[src/rtl/dmem_responder_pkg.sv]
// Shared widths, MMIO address map and address decode for the MPS data-memory responder.
package dmem_responder_pkg;

    localparam int unsigned DMEM_ADDR_WIDTH = 8;
    localparam int unsigned DMEM_DATA_WIDTH = 8;
    localparam int unsigned DMEM_FIFO_DEPTH = 4;

    localparam logic [DMEM_ADDR_WIDTH-1:0] DMEM_STATUS_ADDR = 8'hFC;
    localparam logic [DMEM_ADDR_WIDTH-1:0] DMEM_CYCLE_ADDR  = 8'hFD;
    localparam logic [DMEM_ADDR_WIDTH-1:0] DMEM_IN_ADDR     = 8'hFE;
    localparam logic [DMEM_ADDR_WIDTH-1:0] DMEM_OUT_ADDR    = 8'hFF;

    typedef enum logic [2:0] {
        SEL_RAM,
        SEL_STATUS,
        SEL_CYCLE,
        SEL_IN,
        SEL_OUT
    } dmem_sel_e;

    function automatic dmem_sel_e dmem_decode(input logic [DMEM_ADDR_WIDTH-1:0] addr);
        case (addr)
            DMEM_STATUS_ADDR: return SEL_STATUS;
            DMEM_CYCLE_ADDR:  return SEL_CYCLE;
            DMEM_IN_ADDR:     return SEL_IN;
            DMEM_OUT_ADDR:    return SEL_OUT;
            default:          return SEL_RAM;
        endcase
    endfunction

endpackage

[src/rtl/dmem_responder_fifo.sv]
// Generic synchronous FIFO; a push into a full FIFO is accepted only when a pop frees a slot on the same edge.
module mps_sync_fifo #(
    parameter int unsigned WIDTH = 8,
    parameter int unsigned DEPTH = 4,
    localparam int unsigned CNT_W = $clog2(DEPTH) + 1
) (
    input  logic             clock,
    input  logic             nreset,
    input  logic             push,
    input  logic [WIDTH-1:0] push_data,
    output logic             full,
    input  logic             pop,
    output logic [WIDTH-1:0] pop_data,
    output logic             empty,
    output logic [CNT_W-1:0] count
);

    localparam int unsigned PTR_W = $clog2(DEPTH);

    logic [WIDTH-1:0] mem_q [DEPTH];
    logic [PTR_W-1:0] wr_ptr_q, wr_ptr_d;
    logic [PTR_W-1:0] rd_ptr_q, rd_ptr_d;
    logic [CNT_W-1:0] count_q, count_d;
    logic             push_ok;
    logic             pop_ok;

    assign full     = (count_q == CNT_W'(DEPTH));
    assign empty    = (count_q == '0);
    assign count    = count_q;
    assign pop_ok   = pop && !empty;
    assign push_ok  = push && (!full || pop_ok);
    assign pop_data = empty ? '0 : mem_q[rd_ptr_q];

    always_comb begin
        wr_ptr_d = push_ok ? wr_ptr_q + 1'b1 : wr_ptr_q;
        rd_ptr_d = pop_ok  ? rd_ptr_q + 1'b1 : rd_ptr_q;
        count_d  = count_q;
        case ({push_ok, pop_ok})
            2'b10:   count_d = count_q + 1'b1;
            2'b01:   count_d = count_q - 1'b1;
            default: count_d = count_q;
        endcase
    end

    always_ff @(posedge clock or negedge nreset) begin
        if (!nreset) begin
            wr_ptr_q <= '0;
            rd_ptr_q <= '0;
            count_q  <= '0;
        end else begin
            wr_ptr_q <= wr_ptr_d;
            rd_ptr_q <= rd_ptr_d;
            count_q  <= count_d;
        end
    end

    always_ff @(posedge clock) begin
        if (push_ok) begin
            mem_q[wr_ptr_q] <= push_data;
        end
    end

endmodule

[src/rtl/dmem_responder.sv]
// Data-memory responder: RAM plus a four-register MMIO window (status, cycle counter, synced input, output FIFO).
module dmem_responder
    import dmem_responder_pkg::*;
#(
    parameter int unsigned ADDR_WIDTH = DMEM_ADDR_WIDTH,
    parameter int unsigned DATA_WIDTH = DMEM_DATA_WIDTH,
    parameter int unsigned FIFO_DEPTH = DMEM_FIFO_DEPTH
) (
    input  logic                  clock,
    input  logic                  nreset,
    input  logic [ADDR_WIDTH-1:0] dmem_addr,
    input  logic                  dmem_wenable,
    input  logic [DATA_WIDTH-1:0] dmem_wvalue,
    output logic [DATA_WIDTH-1:0] dmem_rvalue,
    input  logic [DATA_WIDTH-1:0] in_data,
    output logic [DATA_WIDTH-1:0] out_data,
    output logic                  out_valid,
    input  logic                  out_ready
);

    localparam int unsigned CNT_W = $clog2(FIFO_DEPTH) + 1;
    localparam int unsigned OCC_W = DATA_WIDTH - 2;

    logic [DATA_WIDTH-1:0] ram_q [2**ADDR_WIDTH];
    logic [DATA_WIDTH-1:0] cycle_q, cycle_d;
    logic [DATA_WIDTH-1:0] drop_q, drop_d;
    logic [DATA_WIDTH-1:0] sync1_q, sync2_q;
    logic [CNT_W-1:0]      fifo_count;
    logic                  fifo_full;
    logic                  fifo_empty;
    logic                  fifo_push;
    dmem_sel_e             sel;

    assign sel       = dmem_decode(dmem_addr);
    assign fifo_push = dmem_wenable && (sel == SEL_OUT);
    assign out_valid = !fifo_empty;

    mps_sync_fifo #(
        .WIDTH (DATA_WIDTH),
        .DEPTH (FIFO_DEPTH)
    ) u_out_fifo (
        .clock     (clock),
        .nreset    (nreset),
        .push      (fifo_push),
        .push_data (dmem_wvalue),
        .full      (fifo_full),
        .pop       (out_ready),
        .pop_data  (out_data),
        .empty     (fifo_empty),
        .count     (fifo_count)
    );

    // A full FIFO still accepts the push when the consumer pops on the same edge.
    always_comb begin
        cycle_d = (dmem_wenable && sel == SEL_CYCLE) ? dmem_wvalue : cycle_q + 1'b1;
        drop_d  = drop_q;
        if (fifo_push && fifo_full && !out_ready && drop_q != '1) begin
            drop_d = drop_q + 1'b1;
        end
    end

    always_ff @(posedge clock or negedge nreset) begin
        if (!nreset) begin
            cycle_q <= '0;
            drop_q  <= '0;
            sync1_q <= '0;
            sync2_q <= '0;
        end else begin
            cycle_q <= cycle_d;
            drop_q  <= drop_d;
            sync1_q <= in_data;
            sync2_q <= sync1_q;
        end
    end

    always_ff @(posedge clock) begin
        if (dmem_wenable && sel == SEL_RAM) begin
            ram_q[dmem_addr] <= dmem_wvalue;
        end
    end

    always_comb begin
        dmem_rvalue = '0;
        if (nreset) begin
            case (sel)
                SEL_STATUS: dmem_rvalue = {OCC_W'(fifo_count), fifo_full, fifo_empty};
                SEL_CYCLE:  dmem_rvalue = cycle_q;
                SEL_IN:     dmem_rvalue = sync2_q;
                SEL_OUT:    dmem_rvalue = drop_q;
                default:    dmem_rvalue = ram_q[dmem_addr];
            endcase
        end
    end

endmodule

[config.mk]
export PLATFORM = sky130hd
export DESIGN_NAME = dmem_responder
export DESIGN_NICKNAME = d
export VERILOG_FILES = /design/src/rtl/dmem_responder_pkg.sv /design/src/rtl/dmem_responder_fifo.sv /design/src/rtl/dmem_responder.sv
export SDC_FILE = /design/constraint.sdc
export NUM_CORES = 2
export LEC_CHECK = 0
export BUFFER_PORTS_ARGS = -buffer_cell sky130_fd_sc_hd__buf_2
export CAP_MARGIN = 10
export CELL_PAD_IN_SITES_DETAIL_PLACEMENT = 0
export CELL_PAD_IN_SITES_GLOBAL_PLACEMENT = 1
export CORE_MARGIN = 1.5
export CORE_UTILIZATION = 35
export CTS_BUF_LIST = sky130_fd_sc_hd__clkbuf_2 sky130_fd_sc_hd__clkbuf_4 sky130_fd_sc_hd__clkbuf_8
export CTS_CLUSTER_DIAMETER = 30
export DETAILED_ROUTE_END_ITERATION = 10
export HOLD_SLACK_MARGIN = 0.06
export PLACE_DENSITY = 0.62
export RECOVER_POWER = 50
export SKIP_CTS_REPAIR_TIMING = 1
export SLEW_MARGIN = 25
export SYNTH_ARGS = -nofsm -noshare
export SYNTH_HDL_FRONTEND = slang
export SYNTH_SLANG_ARGS = --single-unit
[constraint.sdc]
create_clock -name clock -period 5.83 [get_ports clock]
set_clock_uncertainty 0.05 [all_clocks]
set_input_delay 1.749 -clock clock [delete_from_list [all_inputs] [get_ports clock]]
set_output_delay 1.749 -clock clock [all_outputs]
set_load 0.03 [all_outputs]
==> flow_summary.html <==
<table>
<tr><th>Metric</th><th>Value</th></tr>
<tr><th colspan="2">Die</th></tr>
<tr><td>I/O Pins</td><td>45</td></tr>
<tr><td>Die height</td><td>486 um</td></tr>
<tr><td>Core area</td><td>between 200000 and 250000 um^2</td></tr>
<tr><td>Count of standard-cell rows</td><td>177</td></tr>
<tr><td>Initial cell density of the core</td><td>0.352</td></tr>
<tr><td>Horizontal extent of the die</td><td>486 um</td></tr>
<tr><td>Area of the die</td><td>237000 um^2</td></tr>
<tr><th colspan="2">Power</th></tr>
<tr><td>Lkg Pwr</td><td>33.5 nW</td></tr>
<tr><td>Gate power share</td><td>0.060</td></tr>
<tr><td>Cell-internal power</td><td>29.1 mW</td></tr>
<tr><td>Power per cell area</td><td>between 300 and 400 nW/um^2</td></tr>
<tr><td>Net switching fraction of the power</td><td>0.216</td></tr>
<tr><td>Switching power summed over all nets</td><td>7.99 mW</td></tr>
<tr><td>Total Power</td><td>37.1 mW</td></tr>
<tr><td>Clock Power Share</td><td>0.482</td></tr>
<tr><td>Sequential share of power</td><td>0.458</td></tr>
<tr><td>Max rail drop VDD</td><td>0.228 mV</td></tr>
<tr><th colspan="2">Global routing</th></tr>
<tr><td>Global-route total usage across every layer</td><td>0.174</td></tr>
<tr><td>Number of global-route vias before repair</td><td>43600</td></tr>
<tr><td>Wire length of the first global-routing pass</td><td>302 mm</td></tr>
<tr><td>Total gr overflow</td><td>0</td></tr>
<tr><td>Largest net degree at the start of global routing</td><td>191</td></tr>
<tr><td>Number of antenna violations at the first check in global routing</td><td>9</td></tr>
<tr><th colspan="2">STA</th></tr>
<tr><td>Final period demand of the worst path</td><td>6.14 ns</td></tr>
<tr><td>Rel. slew slack</td><td>-1.48</td></tr>
<tr><td>Setup TNS</td><td>-1.96 ns</td></tr>
<tr><td>Setup-failing EPs final</td><td>8</td></tr>
<tr><td>Slew at the pin with the worst max-slew slack</td><td>3.72 ns</td></tr>
<tr><td>Fin crit share</td><td>1.05</td></tr>
<tr><td>Final hold violation count</td><td>0</td></tr>
<tr><td>Max Clock Freq</td><td>about 160 MHz</td></tr>
<tr><td>Number of pins exceeding their max-slew limit in the final report</td><td>2048</td></tr>
<tr><td>Final WS setup</td><td>-0.311 ns</td></tr>
<tr><td>RSZ-0062 raised after global routing</td><td>yes</td></tr>
<tr><th colspan="2">Synth</th></tr>
<tr><td>Post-synthesis mux area share</td><td>0.144</td></tr>
<tr><td>Largest family of logic cells by synthesized area</td><td>multiplexers</td></tr>
<tr><td>Number of enable flip-flop cells after synthesis</td><td>around 2100</td></tr>
<tr><td>Number of warnings reported in the yosys synthesis log</td><td>0</td></tr>
<tr><td>Post-synthesis instance area</td><td>81800 um^2</td></tr>
<tr><td>Most frequently used cell type in the post-synthesis netlist</td><td>edfxtp_1</td></tr>
<tr><td>Post-Synth Adder-Cell Area</td><td>0.00116</td></tr>
<tr><td>Gate count of the mapped netlist</td><td>3833</td></tr>
<tr><td>Flip-flop cell with the highest count after synthesis</td><td>edfxtp_1</td></tr>
<tr><td>Fraction of registers with async set or reset after synthesis</td><td>0.0184</td></tr>
<tr><td>Post-Synth Simple-Gate Area</td><td>0.0247</td></tr>
<tr><td>Average cell area after synthesis</td><td>21.3 um^2</td></tr>
<tr><td>Ranking of synthesized cells by area</td><td>edfxtp_1 (76%), mux4_2 (13%), a22oi_1 (1.7%), nor2_1 (1.3%), dfrtp_1 (1.2%)</td></tr>
<tr><td>Leading post-synthesis cells by instance count</td><td>edfxtp_1 (2080), mux4_2 (479), nor2_1 (288)</td></tr>
<tr><td>Flops &amp; latches, synth</td><td>2119</td></tr>
<tr><td>Cell variety after synth</td><td>between 60 and 70</td></tr>
<tr><td>Compound-cell area share of the yosys netlist</td><td>0.0369</td></tr>
<tr><td>Sequential cell area fraction in the yosys report</td><td>0.776</td></tr>
<tr><td>Share of Yosys cell area claimed by the top area cell type</td><td>0.764</td></tr>
<tr><td>Yosys top cell by area</td><td>edfxtp_1</td></tr>
<tr><td>Synthesized-area fraction occupied by xor and xnor cells</td><td>0.00171</td></tr>
<tr><th colspan="2">CTS</th></tr>
<tr><td>Clock insertion delay at the later pin of the skew report</td><td>1.03 ns</td></tr>
<tr><td>Number of clock sinks</td><td>around 2100</td></tr>
<tr><td>Maximum clock insertion buffer count</td><td>4</td></tr>
<tr><td>H-tree level count</td><td>5</td></tr>
<tr><td>Total CTS buffers</td><td>~440</td></tr>
<tr><td>Buffer type at the clock tree root</td><td>clkbuf_8</td></tr>
<tr><td>CTS tree</td><td>done</td></tr>
<tr><td>Register clock-pin slew on the reported worst setup and hold paths</td><td>0.05 ns</td></tr>
<tr><th colspan="2">Worst setup path</th></tr>
<tr><td>WS Path Type</td><td>input port to output pin</td></tr>
<tr><td>Cells along the critical path</td><td>buf_16, buf_16, buf_16, buf_4, mux4_2, a22oi_1, a21oi_1, nor4_1, o22a_4, a21oi_1, buf_4, buf_2</td></tr>
<tr><td>Capturing element type of the critical path</td><td>output pin</td></tr>
<tr><td>Delay of the slowest cell on the worst path</td><td>0.53 ns</td></tr>
<tr><td>Largest fanout on the critical path</td><td>8</td></tr>
<tr><td>Dominant delay contributor by cell family on the critical path</td><td>buffers and inverters</td></tr>
<tr><td>CP Launch Type</td><td>input port</td></tr>
<tr><td>CP most frequent cell</td><td>buf_16</td></tr>
<tr><td>Worst path slowest cell</td><td>mux4_2</td></tr>
<tr><td>Buf+Inv Stages, Crit Path</td><td>6</td></tr>
<tr><td>Data required time of the critical path</td><td>roughly 4 ns</td></tr>
<tr><td>Critical Path AT</td><td>4.34 ns</td></tr>
<tr><th colspan="2">Route</th></tr>
<tr><td>Number of vias per cell</td><td>about 5.3</td></tr>
<tr><td>Overall via count from detail_route</td><td>42900</td></tr>
<tr><td>Final Routed Wirelength</td><td>216 mm</td></tr>
<tr><td>DRC</td><td>0</td></tr>
<tr><td>Number of antenna-violating nets in the routed design</td><td>0</td></tr>
<tr><td>Iteration-0 DRC Markers</td><td>3976</td></tr>
<tr><td>Routed WL per cell</td><td>26.5 um</td></tr>
<tr><td>Count of TritonRoute iterations in the first routing pass</td><td>8</td></tr>
<tr><th colspan="2">Cells and area</th></tr>
<tr><td>Util after Layout</td><td>0.441</td></tr>
<tr><td>Synth-to-Final Area Change</td><td>25.3%</td></tr>
<tr><td>Non-Filler Instances</td><td>slightly above 8000</td></tr>
<tr><td>Share of post-route cells with drive strength above 1</td><td>0.405</td></tr>
<tr><td>Number of nets in the layout</td><td>4803</td></tr>
<tr><th colspan="2">Worst hold path</th></tr>
<tr><td>Kind of path behind the tightest hold check</td><td>register to register</td></tr>
<tr><th colspan="2">Run</th></tr>
<tr><td>Max-cap check violation count</td><td>22</td></tr>
<tr><th colspan="2">Placed design</th></tr>
<tr><td>Input/output buffers</td><td>44</td></tr>
<tr><td>Final Wtd Congestion</td><td>0.838</td></tr>
<tr><td>HPWL reported at the end of detailed placement</td><td>129 mm</td></tr>
<tr><td>Post-Place Cells</td><td>approximately 7300</td></tr>
<tr><th colspan="2">Outcome</th></tr>
<tr><td>Status</td><td>finished, violations left</td></tr>
<tr><td>Failing checks</td><td>max-capacitance violations, max-slew violations, negative setup slack</td></tr>
</table>
[layer usage]
metal / vias up / track usage / part of all wire
li1: 18100 / - / -
met1: 22800 / 0.236 / 0.42
met2: 1620 / 0.280 / 0.48
met3: 372 / 0.0353 / 0.069
met4: 0 / 0.0580 / 0.027
met5: - / 0 / 0
[metrics by stage]
stage | worst slack [ns] | hold slack, ns | area (um^2)
after floorplan | 0.322 | 0.281 | 81900
after global routing | -0.372 | 0.309 | 102000
after detailed placement | -1.39 | 0.287 | 89900
after global placement | -1.37 | 0.284 | 89900
after CTS | -1.40 | 0.297 | 100000
final | -0.311 | 0.295 | 102000
[cells by family after synthesis]
kind of cell / after synthesis
AO/OA/AOI/OAI: 433
XOR/XNOR: 16
adder cells (fa/ha/maj): 7
buffers and inverters: 237
flip-flops: 2119
multiplexers: 576
other: 1
AND/OR/NAND/NOR: 444
[cell usage in the layout (no fill, tap or decap), types with 36 or more instances in the layout]
cell        count
a22oi_1       141
clkbuf_8      450
clkbuf_4       68
buf_4         499
mux4_2        479
a22oi_2        49
bufinv_16      81
mux2i_1        82
buf_12         62
edfxtp_1     2080
a21oi_1        60
nand2_1        36
nor2_1        284
dfrtp_1        39
clkinvlp_4     40
clkinv_1       72
clkinv_2       61
[path summary, 6_finish.rpt]
kind                            cells after the start                endpoint                 from  slack [ns]
worst max-delay path                               12          dmem_rvalue[4]         dmem_addr[0]       -0.31
worst min-delay path                                0              sync2_q[7]           sync1_q[7]        0.29
worst max register to register                      8     u_out_fifo.count[2]  u_out_fifo.count[0]        3.42
worst min register to register                      0              sync2_q[7]           sync1_q[7]        0.29
max in group asynchronous                           2  u_out_fifo.wr_ptr_q[0]               nreset        2.88
min in group asynchronous                           2              cycle_q[2]               nreset        1.65
[state kept, by name (all words and copies together) (netlist names)]
signal	cells
u_out_fifo.mem_q	32
cycle_q	8
drop_q	8
u_out_fifo.rd_ptr_q	2
sync1_q	8
u_out_fifo.count	3
sync2_q	8
ram_q	2048
u_out_fifo.wr_ptr_q	2
[area by class of cell]
| class | count | area (um^2) |
|---|---|---|
| tap | 3043 | 3810 |
| timing repair buffer | 688 | 6720 |
| fill | 19800 | 130000 |
| clock buffer | 515 | 6680 |
| antenna | 3 | 7.51 |
| multi-input combinational | 1508 | 18300 |
| inverter | 7 | 26.3 |
| sequential | 2119 | 63400 |
| clock inverter | 274 | 3480 |
[power by group through the flow]
stage	clock network [mW]	registers (mW)	logic, mW
after floorplan	0	17.2	1.07
after global placement	0	17.2	1.98
after detailed placement	0	17.3	2.00
after CTS	18.2	16.9	2.01
after global routing	18.9	17.0	2.34
final	17.9	17.0	2.21
Power figures use the tool's default switching activity.
